`src/rtl/elevator_timer_if.sv`:
```
// Level-request / status bundle between the elevator controller FSM and elevator_timer.
// The controller side uses the master modport, the timer the slave modport.
interface elevator_timer_if #(
  parameter int CW = 8
);
  logic          StRun;
  logic          StOpen;
  logic          delay;
  logic          obstruct;
  logic          tick;
  logic [CW-1:0] count;
  logic          endRun;
  logic          endOpen;
  logic [1:0]    dispStage;
  logic [1:0]    ext;
  logic          busy;

  modport master (
    output StRun, StOpen, delay, obstruct,
    input  tick, count, endRun, endOpen, dispStage, ext, busy
  );

  modport slave (
    input  StRun, StOpen, delay, obstruct,
    output tick, count, endRun, endOpen, dispStage, ext, busy
  );
endinterface

```
`src/rtl/elevator_timer.sv`:
```
// Combined travel / door timer for the elevator controller: internal tick prescaler,
// floor-transition timing, door cycle with capped hold extensions and obstruction reopen.
module elevator_timer #(
  parameter int DIV        = 8,
  parameter int RUN_TICKS  = 6,
  parameter int OPEN_TICKS = 22,
  parameter int EXT_TICKS  = 20,
  parameter int MAX_EXT    = 3,
  parameter int CW         = 8
) (
  input  logic            CP,
  input  logic            nCR,
  elevator_timer_if.slave bus
);
  localparam int PW = $clog2(DIV);

  if ((DIV < 2) || (RUN_TICKS < 2) || (OPEN_TICKS < 6) || (MAX_EXT > 3) ||
      ((2 ** CW) <= (OPEN_TICKS + MAX_EXT * EXT_TICKS))) begin : g_param_check
    $error("elevator_timer: illegal parameter set");
  end

  localparam logic [PW-1:0] PRESC_LAST   = PW'(DIV - 1);
  localparam logic [CW-1:0] RUN_LAST     = CW'(RUN_TICKS - 1);
  localparam logic [CW-1:0] COUNT_REOPEN = CW'(3);
  localparam logic [1:0]    EXT_MAX      = 2'(MAX_EXT);

  typedef enum logic [1:0] {
    IDLE = 2'd0,
    RUN  = 2'd1,
    DOOR = 2'd2,
    DONE = 2'd3
  } state_t;

  // Door-cycle length for a given number of accepted extensions.
  function automatic logic [CW-1:0] door_limit(input logic [1:0] e);
    return CW'(OPEN_TICKS) + (CW'(EXT_TICKS) * CW'(e));
  endfunction

  state_t        state_r, state_nxt_s;
  logic [PW-1:0] presc_r, presc_nxt_s;
  logic [CW-1:0] count_r, count_nxt_s;
  logic [1:0]    ext_r, ext_nxt_s;
  logic          end_run_r, end_run_nxt_s;
  logic          end_open_r, end_open_nxt_s;
  logic          delay_q_r;

  logic          active_s;
  logic          tick_s;
  logic [CW-1:0] limit_s;
  logic          closing_s;
  logic          last_s;
  logic          delay_rise_s;
  logic          door_done_s;
  logic [1:0]    disp_s;

  assign active_s     = (state_r == RUN) || (state_r == DOOR);
  assign tick_s       = active_s && (presc_r == PRESC_LAST);
  assign limit_s      = door_limit(ext_r);
  assign closing_s    = (count_r >= (limit_s - CW'(2)));
  assign last_s       = (count_r == (limit_s - CW'(1)));
  assign delay_rise_s = bus.delay & ~delay_q_r;
  // Obstruction on the terminal tick wins: the door reopens instead of finishing.
  assign door_done_s  = (state_r == DOOR) && bus.StOpen && tick_s && last_s && !bus.obstruct;

  // State register.
  always_ff @(posedge CP or negedge nCR) begin
    if (!nCR) begin
      state_r <= IDLE;
    end else begin
      state_r <= state_nxt_s;
    end
  end

  // Next-state decode; door request wins over travel request from IDLE.
  always_comb begin
    state_nxt_s = state_r;
    case (state_r)
      IDLE: begin
        if (bus.StOpen)     state_nxt_s = DOOR;
        else if (bus.StRun) state_nxt_s = RUN;
        else                state_nxt_s = IDLE;
      end
      RUN: begin
        if (!bus.StRun) state_nxt_s = IDLE;
        else            state_nxt_s = RUN;
      end
      DOOR: begin
        if (!bus.StOpen)     state_nxt_s = IDLE;
        else if (door_done_s) state_nxt_s = DONE;
        else                 state_nxt_s = DOOR;
      end
      DONE: begin
        if (!bus.StOpen) state_nxt_s = IDLE;
        else             state_nxt_s = DONE;
      end
      default: state_nxt_s = IDLE;
    endcase
  end

  // Next values of prescaler, phase count, extensions and completion pulses.
  always_comb begin
    presc_nxt_s    = {PW{1'b0}};
    count_nxt_s    = count_r;
    ext_nxt_s      = ext_r;
    end_run_nxt_s  = 1'b0;
    end_open_nxt_s = 1'b0;
    // Prescaler only runs while staying in an active phase; any phase change restarts it.
    if (active_s && (state_nxt_s == state_r) && !tick_s) begin
      presc_nxt_s = presc_r + PW'(1);
    end else begin
      presc_nxt_s = {PW{1'b0}};
    end
    if ((state_nxt_s == IDLE) || (state_r == IDLE)) begin
      count_nxt_s = {CW{1'b0}};
      ext_nxt_s   = 2'd0;
    end else begin
      case (state_r)
        RUN: begin
          if (tick_s && (count_r == RUN_LAST)) begin
            count_nxt_s   = {CW{1'b0}};
            end_run_nxt_s = 1'b1;
          end else if (tick_s) begin
            count_nxt_s = count_r + CW'(1);
          end else begin
            count_nxt_s = count_r;
          end
        end
        DOOR: begin
          if (door_done_s) begin
            count_nxt_s    = {CW{1'b0}};
            end_open_nxt_s = 1'b1;
          end else if (tick_s && bus.obstruct && closing_s) begin
            count_nxt_s = COUNT_REOPEN;
          end else if (tick_s) begin
            count_nxt_s = count_r + CW'(1);
          end else begin
            count_nxt_s = count_r;
          end
          if (delay_rise_s && !door_done_s && (ext_r < EXT_MAX)) begin
            ext_nxt_s = ext_r + 2'd1;
          end else begin
            ext_nxt_s = ext_r;
          end
        end
        DONE: begin
          end_open_nxt_s = 1'b1;
        end
        default: begin
          count_nxt_s = {CW{1'b0}};
        end
      endcase
    end
  end

  // Datapath registers.
  always_ff @(posedge CP or negedge nCR) begin
    if (!nCR) begin
      presc_r    <= {PW{1'b0}};
      count_r    <= {CW{1'b0}};
      ext_r      <= 2'd0;
      end_run_r  <= 1'b0;
      end_open_r <= 1'b0;
      delay_q_r  <= 1'b0;
    end else begin
      presc_r    <= presc_nxt_s;
      count_r    <= count_nxt_s;
      ext_r      <= ext_nxt_s;
      end_run_r  <= end_run_nxt_s;
      end_open_r <= end_open_nxt_s;
      delay_q_r  <= bus.delay;
    end
  end

  // Door stage display: ramps 0..3 on opening, holds 3, ramps 2,1 while closing.
  always_comb begin
    disp_s = 2'd0;
    if (state_r == DOOR) begin
      if (count_r == (limit_s - CW'(1)))      disp_s = 2'd1;
      else if (count_r == (limit_s - CW'(2))) disp_s = 2'd2;
      else if (count_r >= COUNT_REOPEN)      disp_s = 2'd3;
      else                                   disp_s = count_r[1:0];
    end else begin
      disp_s = 2'd0;
    end
  end

  assign bus.tick      = tick_s;
  assign bus.count     = count_r;
  assign bus.endRun    = end_run_r;
  assign bus.endOpen   = end_open_r;
  assign bus.dispStage = disp_s;
  assign bus.ext       = ext_r;
  assign bus.busy      = (state_r != IDLE);

endmodule

```
`src/flat_wrapper.sv`:
```
// flat-port wrapper written by rule: the top's interface ports become plain ports
module elevator_timer_flat 
#(
  parameter int DIV        = 8,
  parameter int RUN_TICKS  = 6,
  parameter int OPEN_TICKS = 22,
  parameter int EXT_TICKS  = 20,
  parameter int MAX_EXT    = 3,
  parameter int CW         = 8
)
  (CP, nCR, bus_StRun, bus_StOpen, bus_delay, bus_obstruct, bus_tick, bus_count, bus_endRun, bus_endOpen, bus_dispStage, bus_ext, bus_busy);
  elevator_timer_if #(.CW(CW)) bus_i ();
  input  logic CP;
  input  logic nCR;
  input wire logic [$bits(bus_i.StRun)-1:0] bus_StRun;
  input wire logic [$bits(bus_i.StOpen)-1:0] bus_StOpen;
  input wire logic [$bits(bus_i.delay)-1:0] bus_delay;
  input wire logic [$bits(bus_i.obstruct)-1:0] bus_obstruct;
  output wire logic [$bits(bus_i.tick)-1:0] bus_tick;
  output wire logic [$bits(bus_i.count)-1:0] bus_count;
  output wire logic [$bits(bus_i.endRun)-1:0] bus_endRun;
  output wire logic [$bits(bus_i.endOpen)-1:0] bus_endOpen;
  output wire logic [$bits(bus_i.dispStage)-1:0] bus_dispStage;
  output wire logic [$bits(bus_i.ext)-1:0] bus_ext;
  output wire logic [$bits(bus_i.busy)-1:0] bus_busy;
  assign bus_i.StRun = bus_StRun;
  assign bus_i.StOpen = bus_StOpen;
  assign bus_i.delay = bus_delay;
  assign bus_i.obstruct = bus_obstruct;
  assign bus_tick = bus_i.tick;
  assign bus_count = bus_i.count;
  assign bus_endRun = bus_i.endRun;
  assign bus_endOpen = bus_i.endOpen;
  assign bus_dispStage = bus_i.dispStage;
  assign bus_ext = bus_i.ext;
  assign bus_busy = bus_i.busy;
  elevator_timer #(.DIV(DIV), .RUN_TICKS(RUN_TICKS), .OPEN_TICKS(OPEN_TICKS), .EXT_TICKS(EXT_TICKS), .MAX_EXT(MAX_EXT), .CW(CW)) u_core (.CP(CP), .nCR(nCR), .bus(bus_i));
endmodule
```
`config.mk`:
```
export PLATFORM = sky130hd
export DESIGN_NAME = elevator_timer_flat
export DESIGN_NICKNAME = d
export VERILOG_FILES = /design/src/rtl/elevator_timer_if.sv /design/src/rtl/elevator_timer.sv /design/src/flat_wrapper.sv
export SDC_FILE = /design/constraint.sdc
export NUM_CORES = 1
export LEC_CHECK = 0
export BUFFER_PORTS_ARGS = -buffer_cell sky130_fd_sc_hd__buf_4
export CORE_UTILIZATION = 60
export DETAILED_ROUTE_END_ITERATION = 12
export PLACE_DENSITY_LB_ADDON = 0.15
export SLEW_MARGIN = 20
export SYNTH_ARGS = -nofsm -noshare
export SYNTH_HDL_FRONTEND = slang
export SYNTH_SLANG_ARGS = --single-unit
```
`constraint.sdc`:
```
create_clock -name CP -period 7.38 [get_ports CP]
set_clock_uncertainty 0.15 [all_clocks]
set_input_delay 0.738 -clock CP [delete_from_list [all_inputs] [get_ports CP]]
set_output_delay 0.738 -clock CP [all_outputs]
set_load 0.05 [all_outputs]
```
# Word-level counts from Yosys, hierarchy flattened
# Cells that the tools add are included.
[op_classes]
n_reduce_logical = 23
eq_ne = 9
multipliers = 1
addsub = 6
muxes = 26
magnitude_cmp = 3
bitwise_logic = 2
[op_table]
columns = ["cell", "count"]
rows = [
  ["$mux W8", 5],
  ["$pmux W8 S3", 1],
  ["$mux W2", 10],
  ["$eq A8 B8 Y1", 2],
  ["$logic_and A1 B1 Y1", 12],
  ["$add A5 B7 Y8 const A", 1],
  ["$add A8 B1 Y8 const B", 1],
  ["$eq A8 B3 Y1 const B", 1],
  ["$ge A8 B2 Y1 const B", 1],
  ["$ge A8 B8 Y1", 1],
  ["$pmux W2 S4", 1],
  ["$sub A8 B1 Y8 const B", 1],
  ["$sub A8 B2 Y8 const B", 1],
  ["$mux W1", 7],
  ["$reduce_bool A2 Y1", 3],
  ["$mul A3 B2 Y5 const A", 1],
  ["$eq A2 B2 Y1 const B", 2],
  ["$logic_not A2 Y1", 2],
  ["$add A3 B1 Y3 const B", 1],
  ["$eq A3 B3 Y1 const B", 1],
  ["$logic_not A1 Y1", 3],
  ["$mux W3", 1],
  ["$add A2 B1 Y2 const B", 1],
  ["$eq A2 B1 Y1 const B", 1],
  ["other kinds (8)", 9],
]
[totals]
inputBits = 6
register_bits = 18
out_inout_bits = 16

# Logic depth before layout (Yosys ltp)
[depth]
word_depth = 13
depth_mapped = 9

# Least setup slack after synthesis
# Ideal clock, no wire load.
[synth_path]
kind = "reg-to-output"
startpoint = "register u_core.ext_r[1] (netlist: u_core.bus.ext[1])"
endpoint = "output bus_dispStage[0]"
path_slack_ns = 4.189
t_arrival_ns = 2.303
path_stages_with_launch = 8
path_buffers = 0
path_cell_list = "dfrtp_1 inv_1 ha_1 ha_1 nand4b_4 or2_2 o21ai_0 and2_1"
[synth_between]
elab_chain_len = 7
word_cells_on_any_way = 9
cone_classes = "add/sub: 3; mul: 1; eq/ne: 2; mux: 3"
[synth_lines]
columns = ["element", "line", "source"]
rows = [
  ["start, declared", "elevator_timer.sv:42", "logic [1:0] ext_r, ext_nxt_s;"],
  ["start signal, assigned", "elevator_timer.sv:167", "ext_r <= ext_nxt_s;"],
  ["$mul A3 B2 Y5 *", "elevator_timer.sv:36", "return CW'(OPEN_TICKS) + (CW'(EXT_TICKS) * CW'(e));"],
  ["$add A5 B7 Y8 *", "elevator_timer.sv:36", ""],
  ["$sub A8 B2 Y8", "elevator_timer.sv:179", "else if (count_r == (limit_s - CW'(2))) disp_s = 2'd2;"],
  ["$eq A8 B8 Y1", "elevator_timer.sv:179", ""],
  ["$mux W2", "elevator_timer.sv:179", ""],
  ["$mux W2 *", "elevator_timer.sv:178", "if (count_r == (limit_s - CW'(1))) disp_s = 2'd1;"],
  ["$mux W2 *", "elevator_timer.sv:177", "if (state_r == DOOR) begin"],
  ["end, declared", "flat_wrapper.sv:23", "output wire logic [$bits(bus_i.dispStage)-1:0] bus_dispStage;"],
]
# Every way passes the cells marked *; elsewhere a longest branch is shown, timed or not.

# Worst setup path after layout
[layout_path]
startpoint = "register u_core.ext_r[0] (netlist: u_core.bus.ext[0])"
endpoint = "output bus_dispStage[0]"
# The elaborated chain is that of the path after synthesis.

==> impl_metrics.env <==
export IMPL_cts_max_path_buffers=2
export IMPL_synth_top_area_frac=0.3383
export IMPL_synth_simple_area_share=0.2547
export IMPL_drive_above_1_share=0.1754
export IMPL_endpoint_kind="output pin"
export IMPL_synthDistinctLibCells=40
export IMPL_final_setup_tns_ns=0
export IMPL_worst_path_buf_inv=1
export IMPL_hp_class="in -> async"
export IMPL_core_um2=2022
export IMPL_crit_type="reg -> out"
export IMPL_max_vdd_ir_drop_v=0.0001489
export IMPL_synth_edff_count=0
export IMPL_antenna_cells=0
export IMPL_postRouteAntennaNets=0
export IMPL_cts_tree="built"
export IMPL_wl_per_cell_um=15.31
export IMPL_n_fill_cell=153
export IMPL_period_minus_slack_ns=3.251
export IMPL_clockRootBuffer="clkbuf_4"
export IMPL_rsz0062_at_grt="false"
export IMPL_htreeDepth=1
export IMPL_start_kind="register"
export IMPL_hold_violations=0
export IMPL_antenna_found_initial=0
export IMPL_crit_family="adder cells"
export IMPL_timing_slew_headroom=0.5531
export IMPL_synthMuxAreaShare=0
export IMPL_fin_ws_ns=4.129
export IMPL_grt_max_degree=19
export IMPL_syn_num_nets=171
export IMPL_fin_nets=194
export IMPL_outcome="complete, no violations"
export IMPL_synth_xor_xnor_area_share=0.01974
export IMPL_die_w_um=49.11
export IMPL_slew_violations=0
export IMPL_clock_sinks=18
export IMPL_ys_seq_elements=18
export IMPL_drt_total_wl_mm=3.031
export IMPL_die_y_um=49.11
export IMPL_cts_resized_gates=0
export IMPL_async_flop_share=1.000
export IMPL_drcViolationCount=0
export IMPL_grt_pass1_wl_mm=4.885
export IMPL_finalSetupViolations=0
export IMPL_numCtsBuffers=3
export IMPL_grt_pass1_vias=1105
export IMPL_io_pins=22
export IMPL_routed_via_count=1246
export IMPL_cap_violations=0
export IMPL_arrival_ns=2.36
export IMPL_synth_compound_area_share=0.1880
export IMPL_place_ws_ns=4.507
export IMPL_synth_top_family_by_area="simple AND/OR/NAND/NOR gates"
export IMPL_drtIter0Drc=37
export IMPL_syn_instance_count=149
export IMPL_gp_congestion=0.8589
export IMPL_postCtsHoldBufs=0
export IMPL_ys_flop_type="dfrtp_1"
export IMPL_post_dp_hpwl_mm=2.242
export IMPL_yosysWarnings=0
export IMPL_critPathMostFrequentCell="ha_1"
export IMPL_fin_crit_sh=0.4406
export IMPL_syn_area_per_cell_um2=8.935
export IMPL_cp_max_fo=5
export IMPL_grt_usage=0.2671
export IMPL_first_pass_iters=4
export IMPL_die_area_um2=2411
export IMPL_crit_required_ns=6.49
export IMPL_yosysTopAreaCell="dfrtp_1"
export IMPL_power_density_nw_per_um2=139.5
export IMPL_clk_latency_ns=0.30
export IMPL_via_per_inst=6.293
export IMPL_ys_seq_area_frac=0.3383
export IMPL_crit_chain="ha_1, ha_1, nand4b_4, or2_2, o21ai_0, and2_1, buf_4"
export IMPL_io_buffers=21
export IMPL_max_freq_mhz=307.6
export IMPL_postCtsSetupBuffers=0
export IMPL_yosys_area_share_adder=0.1504
export IMPL_rows=16
export IMPL_path_clk_slew_ns=0.11
export IMPL_whs_ns=0.1307
export IMPL_tightest_slew_ns=0.6672
export IMPL_grt_overflow_total=0
export IMPL_synth_area_um2=1331
export IMPL_worst_path_max_delay_cell="dfrtp_1"
export IMPL_p_leak_nw=0.7496
export IMPL_ys_top_cells_by_area="dfrtp_1 (34%), ha_1 (15%), inv_1 (3.9%), nor2_1 (3.9%), o21ai_0 (3.4%)"
export IMPL_slowest_delay_ns=0.46
export IMPL_area_growth_pct=16.17
export IMPL_start_util=0.6584
-- flip-flops by register name, indices dropped and copies added (netlist names) --
name,cells
u_core.bus.count,8
u_core.bus.endOpen,1
u_core.bus.endRun,1
u_core.bus.ext,2
u_core.delay_q_r,1
u_core.presc_r,3
u_core.state_r,2
-- area by class of cell --
type,instances,area (um^2),area share
Multi-Input combinational cell,114,815.8,0.5275
Sequential cell,18,450.4,0.2913
Timing Repair Buffer,21,157.7,0.1019
Inverter,14,52.55,0.03398
Clock buffer,4,36.28,0.02346
Tap cell,27,33.78,0.02184
-- Yosys cell counts, drive strengths merged (2+ instances only) --
cell,count
a31oi,3
and2,7
and3,5
clkbuf,2
dfrtp,18
ha,16
inv,14
nand2,10
nand2b,2
nand3,7
nand4,2
nand4b,3
nor2,14
nor2b,2
nor3,2
nor4,2
o21ai,10
o22ai,5
o2bb2ai,2
o31a,3
xnor2,3
-- cells in the final DEF (no fill, tap or decap), types with 2 or more instances in the layout --
cell type	instances
dfrtp_1	18
nor2b_1	2
nand2_1	10
nand4_1	2
o22ai_1	5
and3_1	5
nand2b_1	2
xnor2_1	3
clkbuf_4	3
buf_4	21
inv_1	14
nor4_1	2
ha_1	16
nor3_1	2
o2bb2ai_1	2
o21ai_0	9
o31a_1	3
nor2_1	14
a31oi_1	3
nand4b_1	2
and2_1	7
nand3_1	7
-- power by group --
part	total, W	leakage (nW)	internal, W	switching, W
clock	0.0000636	0.0210	0.0000301	0.0000335
combinational	0.0000476	0.482	0.0000183	0.0000293
sequential	0.000105	0.246	0.000102	0.00000236
-- layer usage --
metal  part of all wire  wire [um]  global-route usage  vias to the layer above
li1                   -          -                   -                      586
met1               0.42       1288              0.3254                      587
met2               0.48       1465              0.4703                       62
met3              0.068        205             0.03115                       11
met4              0.024         72              0.1127                        0
met5                  0          0                   0                        -
-- final timing paths --
path	slack, ns	startpoint	cells after the start	to
setup reg to reg	4.48	u_core.bus.ext[0]	8	u_core.bus.count[2]
hold reg to reg	0.30	u_core.presc_r[0]	1	u_core.presc_r[0]
max in group asynchronous	6.75	nCR	1	u_core.state_r[0]
hold / removal	0.13	nCR	1	u_core.bus.count[6]
min in group CP	0.30	u_core.presc_r[0]	1	u_core.presc_r[0]
setup / recovery	4.13	u_core.bus.ext[0]	7	bus_dispStage[0]
-- cell families after synthesis --
kind of cell               after synthesis
buffers and inverters                   17
AOI/OAI and AO/OA                       35
xor gates and xnor gates                 3
DFF                                     18
adders and majority gates               16
and+or+nand+nor                         60
-- per-stage QoR --
step,power (W),utilization,cell area [um^2],cells
detailed placement,0.0001532,0.7469,1510,194
finish,0.0002158,0.7649,1546,198
floorplan,0.0001399,-,1331,149
global placement,0.0001524,0.7469,1510,194
CTS,0.0002145,0.7649,1546,198
global route,0.0002230,0.7649,1546,198
Power figures use the tool's default switching activity.
